**src/rtl/vga_rect_scheduler_if.sv**
```systemverilog
// Bundle between the rectangle requesters and the plot-port scheduler.
// Request side: req, req_x/y/w/h/color (packed, requester i in slice i).
// Response side: ack, done, busy, and the VGA adapter plot port.
// The slave modport is the scheduler; the master modport is the requester side.
interface vga_rect_scheduler_if #(
    parameter int N = 3
);
    logic [N-1:0]   req;
    logic [8*N-1:0] req_x;
    logic [7*N-1:0] req_y;
    logic [8*N-1:0] req_w;
    logic [7*N-1:0] req_h;
    logic [3*N-1:0] req_color;
    logic [N-1:0]   ack;
    logic [N-1:0]   done;
    logic           busy;
    logic [7:0]     VGA_X;
    logic [6:0]     VGA_Y;
    logic [2:0]     VGA_COLOR;
    logic           plot;

    modport slave (
        input  req, req_x, req_y, req_w, req_h, req_color,
        output ack, done, busy, VGA_X, VGA_Y, VGA_COLOR, plot
    );

    modport master (
        output req, req_x, req_y, req_w, req_h, req_color,
        input  ack, done, busy, VGA_X, VGA_Y, VGA_COLOR, plot
    );
endinterface

```
**src/rtl/vga_rect_scheduler.sv**
```systemverilog
// Round-robin scheduler sharing one 160x120 VGA plot port between N
// rectangle-fill requesters. A granted rectangle is scanned one pixel per
// clock in raster order; off-screen pixels cost a cycle but are not plotted.
// Ports: CLOCK_50 (clock), resetn (async active-low), bus (slave modport:
// requests in, ack/done/busy and VGA_X/VGA_Y/VGA_COLOR/plot out).
//
// state    | meaning
// ---------+-----------------------------------------------------------
// S_IDLE   | waiting for any request; arbitrates on each edge
// S_DRAW   | presenting pixel (col_q,row_q) of the granted rectangle
// S_EMPTY  | ack cycle of a zero-area rectangle, nothing is plotted
// S_DONE   | done pulse to the granted requester, then back to idle
module vga_rect_scheduler #(
    parameter int N     = 3,
    parameter int X_MAX = 159,
    parameter int Y_MAX = 119
) (
    input  logic                 CLOCK_50,
    input  logic                 resetn,
    vga_rect_scheduler_if.slave  bus
);
    localparam int PW = (N > 1) ? $clog2(N) : 1;
    localparam logic [8:0] XLIM = 9'(X_MAX);
    localparam logic [7:0] YLIM = 8'(Y_MAX);

    localparam logic [1:0] S_IDLE  = 2'd0;
    localparam logic [1:0] S_DRAW  = 2'd1;
    localparam logic [1:0] S_EMPTY = 2'd2;
    localparam logic [1:0] S_DONE  = 2'd3;

    logic [1:0]    state_q, state_d;
    logic [PW-1:0] ptr_q, ptr_d;
    logic [PW-1:0] g_q, g_d;
    logic [7:0]    x0_q, x0_d, w_q, w_d, col_q, col_d;
    logic [6:0]    y0_q, y0_d, h_q, h_d, row_q, row_d;
    logic [N-1:0]  ack_q, ack_d, done_q, done_d;
    logic          busy_q, busy_d, plot_q, plot_d;
    logic [7:0]    vx_q, vx_d;
    logic [6:0]    vy_q, vy_d;
    logic [2:0]    color_q, color_d;

    // Arbitration: first set request at or after the pointer, wrapping.
    logic          found;
    logic [PW-1:0] gnt;
    always_comb begin
        int k;
        found = 1'b0;
        gnt   = '0;
        k     = 0;
        for (int i = 0; i < N; i++) begin
            k = int'(ptr_q) + i;
            if (k >= N) k = k - N;
            if (!found && bus.req[k]) begin
                found = 1'b1;
                gnt   = PW'(k);
            end
        end
    end

    logic [7:0] f_x, f_w;
    logic [6:0] f_y, f_h;
    logic [2:0] f_c;
    assign f_x = bus.req_x[8*int'(gnt) +: 8];
    assign f_y = bus.req_y[7*int'(gnt) +: 7];
    assign f_w = bus.req_w[8*int'(gnt) +: 8];
    assign f_h = bus.req_h[7*int'(gnt) +: 7];
    assign f_c = bus.req_color[3*int'(gnt) +: 3];

    // Next scan position inside the current rectangle.
    logic       row_end, last;
    logic [7:0] col_nxt;
    logic [6:0] row_nxt;
    assign row_end = (col_q == w_q - 8'd1);
    assign last    = row_end && (row_q == h_q - 7'd1);
    assign col_nxt = row_end ? 8'd0 : col_q + 8'd1;
    assign row_nxt = row_end ? row_q + 7'd1 : row_q;

    // Screen coordinates are formed one bit wider so clipping sees overflow.
    logic [8:0] sx;
    logic [7:0] sy;
    always_comb begin
        if (state_q == S_IDLE) begin
            sx = {1'b0, f_x};
            sy = {1'b0, f_y};
        end else begin
            sx = {1'b0, x0_q} + {1'b0, col_nxt};
            sy = {1'b0, y0_q} + {1'b0, row_nxt};
        end
    end

    always_comb begin
        state_d = state_q;
        ptr_d   = ptr_q;
        g_d     = g_q;
        x0_d    = x0_q;
        y0_d    = y0_q;
        w_d     = w_q;
        h_d     = h_q;
        col_d   = col_q;
        row_d   = row_q;
        ack_d   = '0;
        done_d  = '0;
        busy_d  = busy_q;
        plot_d  = 1'b0;
        vx_d    = vx_q;
        vy_d    = vy_q;
        color_d = color_q;
        case (state_q)
            S_IDLE: begin
                if (found) begin
                    ack_d   = N'(1) << gnt;
                    busy_d  = 1'b1;
                    g_d     = gnt;
                    ptr_d   = (gnt == PW'(N - 1)) ? '0 : gnt + PW'(1);
                    x0_d    = f_x;
                    y0_d    = f_y;
                    w_d     = f_w;
                    h_d     = f_h;
                    color_d = f_c;
                    col_d   = '0;
                    row_d   = '0;
                    if (f_w == 8'd0 || f_h == 7'd0) begin
                        state_d = S_EMPTY;
                    end else begin
                        state_d = S_DRAW;
                        vx_d    = sx[7:0];
                        vy_d    = sy[6:0];
                        plot_d  = (sx <= XLIM) && (sy <= YLIM);
                    end
                end
            end
            S_DRAW: begin
                if (last) begin
                    state_d = S_DONE;
                    done_d  = N'(1) << g_q;
                end else begin
                    col_d  = col_nxt;
                    row_d  = row_nxt;
                    vx_d   = sx[7:0];
                    vy_d   = sy[6:0];
                    plot_d = (sx <= XLIM) && (sy <= YLIM);
                end
            end
            S_EMPTY: begin
                state_d = S_DONE;
                done_d  = N'(1) << g_q;
            end
            default: begin
                state_d = S_IDLE;
                busy_d  = 1'b0;
            end
        endcase
    end

    always_ff @(posedge CLOCK_50 or negedge resetn) begin
        if (!resetn) begin
            state_q <= S_IDLE;
            ptr_q   <= '0;
            g_q     <= '0;
            x0_q    <= '0;
            y0_q    <= '0;
            w_q     <= '0;
            h_q     <= '0;
            col_q   <= '0;
            row_q   <= '0;
            ack_q   <= '0;
            done_q  <= '0;
            busy_q  <= 1'b0;
            plot_q  <= 1'b0;
            vx_q    <= '0;
            vy_q    <= '0;
            color_q <= '0;
        end else begin
            state_q <= state_d;
            ptr_q   <= ptr_d;
            g_q     <= g_d;
            x0_q    <= x0_d;
            y0_q    <= y0_d;
            w_q     <= w_d;
            h_q     <= h_d;
            col_q   <= col_d;
            row_q   <= row_d;
            ack_q   <= ack_d;
            done_q  <= done_d;
            busy_q  <= busy_d;
            plot_q  <= plot_d;
            vx_q    <= vx_d;
            vy_q    <= vy_d;
            color_q <= color_d;
        end
    end

    assign bus.ack       = ack_q;
    assign bus.done      = done_q;
    assign bus.busy      = busy_q;
    assign bus.plot      = plot_q;
    assign bus.VGA_X     = vx_q;
    assign bus.VGA_Y     = vy_q;
    assign bus.VGA_COLOR = color_q;
endmodule

```
**src/flat_wrapper.sv**
```systemverilog
// flat-port wrapper written by rule: the top's interface ports become plain ports
module vga_rect_scheduler_flat 
#(
    parameter int N     = 3,
    parameter int X_MAX = 159,
    parameter int Y_MAX = 119
)
  (CLOCK_50, resetn, bus_req, bus_req_x, bus_req_y, bus_req_w, bus_req_h, bus_req_color, bus_ack, bus_done, bus_busy, bus_VGA_X, bus_VGA_Y, bus_VGA_COLOR, bus_plot);
  vga_rect_scheduler_if #(.N(N)) bus_i ();
  input  logic CLOCK_50;
  input  logic resetn;
  input wire logic [$bits(bus_i.req)-1:0] bus_req;
  input wire logic [$bits(bus_i.req_x)-1:0] bus_req_x;
  input wire logic [$bits(bus_i.req_y)-1:0] bus_req_y;
  input wire logic [$bits(bus_i.req_w)-1:0] bus_req_w;
  input wire logic [$bits(bus_i.req_h)-1:0] bus_req_h;
  input wire logic [$bits(bus_i.req_color)-1:0] bus_req_color;
  output wire logic [$bits(bus_i.ack)-1:0] bus_ack;
  output wire logic [$bits(bus_i.done)-1:0] bus_done;
  output wire logic [$bits(bus_i.busy)-1:0] bus_busy;
  output wire logic [$bits(bus_i.VGA_X)-1:0] bus_VGA_X;
  output wire logic [$bits(bus_i.VGA_Y)-1:0] bus_VGA_Y;
  output wire logic [$bits(bus_i.VGA_COLOR)-1:0] bus_VGA_COLOR;
  output wire logic [$bits(bus_i.plot)-1:0] bus_plot;
  assign bus_i.req = bus_req;
  assign bus_i.req_x = bus_req_x;
  assign bus_i.req_y = bus_req_y;
  assign bus_i.req_w = bus_req_w;
  assign bus_i.req_h = bus_req_h;
  assign bus_i.req_color = bus_req_color;
  assign bus_ack = bus_i.ack;
  assign bus_done = bus_i.done;
  assign bus_busy = bus_i.busy;
  assign bus_VGA_X = bus_i.VGA_X;
  assign bus_VGA_Y = bus_i.VGA_Y;
  assign bus_VGA_COLOR = bus_i.VGA_COLOR;
  assign bus_plot = bus_i.plot;
  vga_rect_scheduler #(.N(N), .X_MAX(X_MAX), .Y_MAX(Y_MAX)) u_core (.CLOCK_50(CLOCK_50), .resetn(resetn), .bus(bus_i));
endmodule
```
**config.mk**
```make
export PLATFORM = sky130hd
export DESIGN_NAME = vga_rect_scheduler_flat
export DESIGN_NICKNAME = d
export VERILOG_FILES = /design/src/rtl/vga_rect_scheduler_if.sv /design/src/rtl/vga_rect_scheduler.sv /design/src/flat_wrapper.sv
export SDC_FILE = /design/constraint.sdc
export NUM_CORES = 1
export LEC_CHECK = 0
export ABC_AREA = 1
export CAP_MARGIN = 30
export CORE_ASPECT_RATIO = 1.25
export CORE_MARGIN = 8
export CORE_UTILIZATION = 47
export CTS_BUF_LIST = sky130_fd_sc_hd__clkbuf_4 sky130_fd_sc_hd__clkbuf_8
export DETAILED_ROUTE_END_ITERATION = 6
export GPL_ROUTABILITY_DRIVEN = 1
export PLACE_DENSITY = 0.79
export SYNTH_ARGS = -nofsm -noshare
export SYNTH_HDL_FRONTEND = slang
export SYNTH_SLANG_ARGS = --single-unit
```
**constraint.sdc**
```tcl
create_clock -name CLOCK_50 -period 3.5 [get_ports CLOCK_50]
set_input_delay 0.35 -clock CLOCK_50 [delete_from_list [all_inputs] [get_ports CLOCK_50]]
set_output_delay 0.35 -clock CLOCK_50 [all_outputs]
set_load 0.005 [all_outputs]
```
==> key figures, run 1 <==
Cells and area
  – Ant diodes: 0
  – Nets: 1,079
  – Fin util: 65.1%
  – Layout cell share with drive strength beyond 1: 11.1%
  – Design Area, Final: 7480 um^2
  – FF/Latch Area: 1930 um^2
  – Synth-to-layout area growth: 36.9%
  – Multi-input logic area: 3220 um^2
  – Layout fillers: 983

Synthesis
  – Most frequent cells after synthesis: nand2_1 (275), inv_1 (96), nor2_1 (80)
  – Simple-Gate Fraction of Synth Area: 36.2%
  – Area leader, netlist: dfrtp_1
  – Largest family of logic cells by synthesized area: simple AND/OR/NAND/NOR gates
  – Post-Syn Area: 5470 um^2
  – Ys Warns: 0
  – Top cell type's share of synthesized area: 35.2%
  – Mean Syn Cell Area: 6.76 um^2
  – Syn nets: 940
  – Main synth FF type: dfrtp_1
  – EDFF count, synth: 0
  – Mux share of post-synthesis cell area: 0%
  – Post-synth cell types: 38
  – Synthesized netlist cell count: 809
  – Post-synthesis adder-cell area fraction: 6.45%
  – Ys async rst share: 100%
  – #FFs+latches synth: 77
  – Synth Area in XOR/XNOR: 4.64%
  – Top-count cell post-synth: nand2_1
  – Post-synthesis sequential area ratio: 35.2%
  – Post-synthesis compound-gate area fraction: 7.76%
  – Top cells by area, synth: dfrtp_1 (35%), nand2_1 (19%), nand3_1 (6.9%), inv_1 (6.6%), ha_1 (5.7%)

Floorplan
  – Die width: 112 um
  – Io pins: 130
  – Die height: 137 um
  – Core area: 11,500 um^2
  – Die ar.: 15,400 um^2
  – Starting Density: 47.5%
  – # rows: 44

Setup path
  – Reg2reg path depth: 27
  – Crit path from: u_core.w_q[0]
  – CP max FO: 6
  – Data required, critical path: 3.75 ns
  – Internal reg-to-reg setup slack: 0.04 ns
  – Reg2reg start: u_core.w_q[0]
  – Critical Path End: u_core.bus.plot
  – Critical path capture point type: register
  – Critical setup path kind: register to register
  – Arr. time, crit path: 3.71 ns
  – Reg2reg end: u_core.bus.plot
  – Nature of the critical path startpoint: register

GRT
  – Initial antenna violation count: 0
  – GRT Total Usage: 21.1%
  – Largest net degree at the start of global routing: 78
  – First-pass GRT wire length: 26.2 mm
  – Vias in the first global route: 5,599
  – Total grt overflow: 0

Routing
  – Drc violations: 0
  – Vias/cell: 5.23
  – Vias: 5,701
  – Antenna-violating nets left: 0
  – Starting DRT DRC Count: 315
  – Wire length per cell: 15.0 um
  – Drt total wl: 16.4 mm
  – DRT Pass-1 Iters: 5

Power
  – Power Density: 1040 nW/um^2
  – Pint: 3.80 mW
  – Leak Pwr: 3.78 nW
  – Maximum VDD drop: 0.719 mV
  – PnR Total Power: 7.79 mW
  – Psw: 3.99 mW
  – Seq pwr share: 20.4%
  – Combinational share of power: 68.8%
  – Switching share of power: 51.2%
  – Clock power share: 10.8%

Timing
  – Slew @ Worst Pin: 0.526 ns
  – Min Clock Period, post-route: 3.46 ns
  – Post-Route Setup TNS: 0 ns
  – RSZ-0062 raised after global routing: yes
  – Final setup margin: 0.0367 ns
  – Endpoints failing setup: 0
  – Final cycle utilization of the critical path: 99.0%
  – Hold Violations, Final: 0
  – Fmax: 0.289 GHz
  – Max-slew violations: 0
  – Layout Skew: 0.0150 ns
  – Worst rel slew slack: 64.7%

Clock tree
  – CTS tree: yes
  – H-tree depth: 3
  – # clock sinks: 77
  – Clk slew on worst S/H paths: 0.09 ns
  – Bufs on Longest Clock Path: 2
  – Clock root buffer master: clkbuf_8
  – Clock Latency Late Sink: 0.36 ns
  – CTS Buf Count: 9

Placement
  – Pre-CTS setup slack: -0.0929 ns
  – RD Place Congestion: 0.929
  – Post-DP HPWL: 11.9 mm
  – Post-place instance area: 6890 um^2
  – IO buf count: 129

Status
  – Status: complete, no violations

Worst hold path
  – Class of the worst hold path: input port to async pin

Flow run
  – Max capacitance violation total: 0
==> area by class of cell <==
class                   count  share of cell area, %
clock inverters             6                   1.47
well taps                 138                   2.31
flip-flops and latches     77                   25.7
inverters                 104                   5.22
multi-input cells         600                   43.0
repair buffers            156                   20.4
clock buffers              10                   1.84
==> sequential cells by signal, indices dropped and copies added (netlist names), 3 cells and up <==
register and flops:
u_core.col_q 8, u_core.bus.VGA_COLOR 3, u_core.bus.done 3, u_core.row_q 7
u_core.bus.ack 3, u_core.w_q 8, u_core.x0_q 8, u_core.h_q 7
u_core.y0_q 7, u_core.bus.VGA_Y 7, u_core.bus.VGA_X 8
==> layer usage <==
metal  global-route usage [%]  up-vias  part of all wire, %
met1                     23.0     2651                   39
li1                         -     2839                    -
met3                     4.81       47                  5.9
met5                        0        -                    0
met2                     39.3      164                   52
met4                     7.81        0                  3.1
==> per-stage QoR <==
step | std cells | hold slack [ns]
6_report | 1091 | 0.346
3_5_place_dp | 1061 | 0.449
5_1_grt | 1091 | 0.346
2_1_floorplan | 809 | 0.0544
4_1_cts | 1077 | 0.182
3_3_place_gp | 1061 | 0.448
==> repair_timing <==
item                                   in CTS  in global routing
pin swaps                                   5                 24
hold buffers                                0                  1
setup endpoints to repair                   5                  8
setup buffers                               0                 12
endpoints found under the hold margin       0                  5
resized for setup                          16                 38
==> logic make-up after synthesis <==
kind of cell	count (synthesis)
AOI/OAI and AO/OA	77
xor gates and xnor gates	29
adders and majority gates	27
buffers and inverters	132
DFF	77
and+or+nand+nor	467
==> how the worst min path moves through the flow <==
stage / depth (start not counted) / slack [ns] / end
after global routing: 2 / 0.35 / u_core.bus.VGA_X[1]
after global placement: 1 / 0.45 / u_core.bus.done[0]
after detailed placement: 1 / 0.45 / u_core.bus.done[0]
after floorplan: 0 / 0.05 / u_core.bus.VGA_COLOR[0]
after CTS: 1 / 0.18 / u_core.x0_q[3]
final: 2 / 0.35 / u_core.bus.VGA_X[1]
==> power by group through the flow <==
stage               Combinational, mW  Clock, mW  Sequential [mW]
floorplan                        3.57          0             1.52
global placement                 4.92          0             1.57
detailed placement               4.98          0             1.58
CTS                              5.09      0.851             1.57
global route                     6.05      0.882             1.63
finish                           5.36      0.844             1.59
==> critical path: stages (launching register included) <==
cell and delay [ns]:
dfrtp_1 0.37, inv_2 0.06, ha_4 0.17, xnor2_2 0.17, inv_1 0.07, nand2_1 0.08, nand2_2 0.07, nor2_2 0.07
nand2_1 0.04, nand3b_1 0.20, nor2_4 0.20, nand2_2 0.09, nor2_2 0.10, xor2_1 0.22, inv_1 0.11, ha_4 0.29
nand3_2 0.06, nand3_2 0.07, nand2_1 0.06, nand2_1 0.08, a21oi_2 0.06, or2_4 0.25, a21oi_2 0.14, a21oi_2 0.05
nor2_1 0.10, nand2_1 0.06, nand3_1 0.07, a21oi_1 0.04
==> placed cells by master (no fill, tap or decap), types with 10 or more instances in the layout <==
master	count
inv_1	94
o22ai_1	12
xnor2_1	10
clkbuf_8	10
buf_4	23
o21ai_0	29
ha_1	18
nand2_1	267
xor2_1	17
clkdlybuf4s50_1	128
nor2_1	75
dfrtp_1	77
nand2_2	10
nand3_1	71
Note: power is estimated with default switching activity, not from simulation.
==> run 2: changes to the inputs <==
--- a/config.mk
+++ b/config.mk
@@ -9,11 +9,11 @@
 export CAP_MARGIN = 30
 export CORE_ASPECT_RATIO = 1.25
 export CORE_MARGIN = 8
-export CORE_UTILIZATION = 47
+export CORE_UTILIZATION = 40
 export CTS_BUF_LIST = sky130_fd_sc_hd__clkbuf_4 sky130_fd_sc_hd__clkbuf_8
 export DETAILED_ROUTE_END_ITERATION = 6
 export GPL_ROUTABILITY_DRIVEN = 1
-export PLACE_DENSITY = 0.79
+export PLACE_DENSITY = 0.8
 export SYNTH_ARGS = -nofsm -noshare
 export SYNTH_HDL_FRONTEND = slang
 export SYNTH_SLANG_ARGS = --single-unit
==> constraint.sdc (replaced) <==
create_clock -name CLOCK_50 -period 3.5 [get_ports CLOCK_50]
set_input_delay 0.35 -clock CLOCK_50 [delete_from_list [all_inputs] [get_ports CLOCK_50]]
set_output_delay 0.35 -clock CLOCK_50 [all_outputs]
set_load 0.02 [all_outputs]
==> run 2 against run 1 <==
Compared with the run above: clock skew decreased by 0.0027 ns; maximum frequency down 0.81%; first-iteration DRC count shrank 5.7%; sequential power is essentially flat; largest cell class unchanged; critical path type unchanged; global-route usage shrank 3.2 points; cell area decreased by 0.99%.
==> key figures, run 2 (synthesis results as in run 1) <==
Clock tree
  – H-tree depth: 3
  – CTS tree: yes
  – Clock root buffer master: clkbuf_8
  – CTS Buf Count: 9
  – Bufs on Longest Clock Path: 2
  – Clock Latency Late Sink: 0.36 ns
  – Clk slew on worst S/H paths: 0.09 ns
  – # clock sinks: 77

Timing
  – Endpoints failing setup: 0
  – Hold Violations, Final: 0
  – WHS: 0.372 ns
  – Worst rel slew slack: 64.8%
  – Final cycle utilization of the critical path: 99.8%
  – Fmax: 0.286 GHz
  – Min Clock Period, post-route: 3.49 ns
  – Slew @ Worst Pin: 0.526 ns
  – Max-slew violations: 0
  – RSZ-0062 raised after global routing: yes
  – Layout Skew: 0.0124 ns

Power
  – Maximum VDD drop: 0.661 mV
  – Psw: 4.06 mW
  – Combinational share of power: 70.4%
  – PnR Total Power: 7.68 mW
  – Power Density: 1040 nW/um^2
  – Seq pwr share: 20.7%
  – Switching share of power: 52.8%
  – Pint: 3.63 mW
  – Leak Pwr: 3.73 nW
  – Clock power share: 8.9%

Routing
  – Vias/cell: 4.91
  – DRT Pass-1 Iters: 5
  – Drt total wl: 16.1 mm
  – Starting DRT DRC Count: 297
  – Antenna-violating nets left: 0
  – Drc violations: 0
  – Wire length per cell: 14.3 um
  – Vias: 5,507

Setup path
  – Reg2reg start: u_core.w_q[1]
  – Critical path's top delay family: simple AND/OR/NAND/NOR gates
  – Crit-path most repeated cell: nand2_1
  – Critical Path End: u_core.bus.plot
  – Internal reg-to-reg setup slack: 0.008 ns
  – Critical setup path kind: register to register
  – Arr. time, crit path: 3.75 ns
  – Reg2reg path depth: 27
  – CP max FO: 6
  – Reg2reg end: u_core.bus.plot
  – Data required, critical path: 3.76 ns
  – Max incr delay on CP: 0.39 ns
  – Nature of the critical path startpoint: register
  – Crit path from: u_core.w_q[1]
  – Worst Path Buf+Inv: 3
  – Worst path slowest cell: dfrtp_1
  – CP Depth: 27
  – Critical path capture point type: register

GRT
  – Initial antenna violation count: 0
  – First-pass GRT wire length: 25.9 mm
  – GRT Total Usage: 17.9%
  – Total grt overflow: 0
  – Largest net degree at the start of global routing: 66
  – Vias in the first global route: 5,343

Worst hold path
  – Class of the worst hold path: input port to async pin

Cells and area
  – Nets: 1,073
  – Layout cell share with drive strength beyond 1: 10.1%
  – Layout Cells excl Fill: 1,122
  – Most common cell after layout, fill and taps aside: nand2_1
  – Ant diodes: 0
  – Synth-to-layout area growth: 35.5%
  – Fin util: 54.6%
  – Commonest non-fill, non-tap cells in the layout: nand2_1 (269), clkdlybuf4s50_1 (128), inv_1 (93)

Status
  – Status: complete, no violations

Floorplan
  – Die height: 147 um
  – Die ar.: 17,700 um^2
  – Die width: 121 um
  – # rows: 48
  – Starting Density: 40.3%
  – Core area: 13,600 um^2
  – Io pins: 130

Placement
  – RD Place Congestion: 0.901
  – Post-DP HPWL: 12.2 mm
  – IO buf count: 129
  – DP Cell Count: 1,100

Flow run
  – Max capacitance violation total: 0
[run 2: cell count changes in the layout (fill, tap and decap cells not counted), moves of 2 or more]
| cell | before | now |
|---|---|---|
| buf_4 | 23 | 19 |
| buf_6 | 3 | 1 |
| bufinv_16 | 3 | 1 |
| clkinv_2 | 1 | 4 |
| clkinvlp_4 | 2 | 0 |
| nand2_1 | 267 | 269 |
| nand2_4 | 6 | 4 |
| o21ai_1 | 9 | 11 |
[run 2: power groups by stage]
stage | sequential (mW) | combinational [mW] | clock, mW
3_3_place_gp | 1.56 | 5.07 | 0
2_1_floorplan | 1.66 | 3.57 | 0
3_5_place_dp | 1.58 | 5.17 | 0
6_report | 1.59 | 5.41 | 0.683
5_1_grt | 1.63 | 6.12 | 0.735
4_1_cts | 1.57 | 5.25 | 0.700
[run 2: layer usage]
metal	global-route usage (%)	vias up	part of all wire (%)
met4	5.13	0	2.0
met5	0	-	0
met1	20.6	2524	40
met2	32.7	144	54
met3	3.42	30	4.7
li1	-	2809	-
[run 2: worst min path at each step]
stage / from / to / slack (ns) / cells past startpoint
after floorplan: resetn / u_core.bus.VGA_COLOR[0] / 0.05 / 0
after global placement: u_core.g_q[1] / u_core.bus.done[0] / 0.45 / 1
after detailed placement: resetn / u_core.bus.VGA_X[2] / 0.21 / 1
after CTS: resetn / u_core.x0_q[0] / 0.37 / 2
after global routing: resetn / u_core.x0_q[0] / 0.39 / 2
final: resetn / u_core.x0_q[0] / 0.37 / 2
[run 2: layout make-up]
type / count / area [um^2]
multi-input combinational: 600 / 3210
timing repair buffer: 150 / 1470
inverter: 104 / 390
clock inverter: 5 / 50.0
tap: 175 / 219
sequential: 77 / 1930
fill: 1271 / 6160
clock buffer: 11 / 145
[run 2: through the flow]
stage,TNS (ns),setup slack (ns),area [um^2]
floorplan,0,0.193,5470
global placement,0,0.0511,6950
detailed placement,-0.199,-0.158,6980
CTS,0,0.0124,7260
global route,-0.460,-0.230,7410
finish,0,0.00840,7410
[run 2: worst reg2reg max path, delay by kind of cell, from the launching register on]
family / cells / cell delay [ns]
AOI/OAI and AO/OA: 4 / 0.32
adders and majority gates: 2 / 0.45
xor gates and xnor gates: 2 / 0.32
buffers and inverters: 3 / 0.24
DFF: 1 / 0.39
and+or+nand+nor: 16 / 1.66
[run 2: timing repair]
| action | in CTS | in global routing |
|---|---|---|
| cloned | 0 | 0 |
| pin swaps | 4 | 15 |
| setup endpoints to repair | 4 | 8 |
| hold endpoints to repair | 12 | 0 |
| gates resized for setup | 15 | 32 |
| hold buffers | 1 | 0 |
| setup buffers | 1 | 4 |
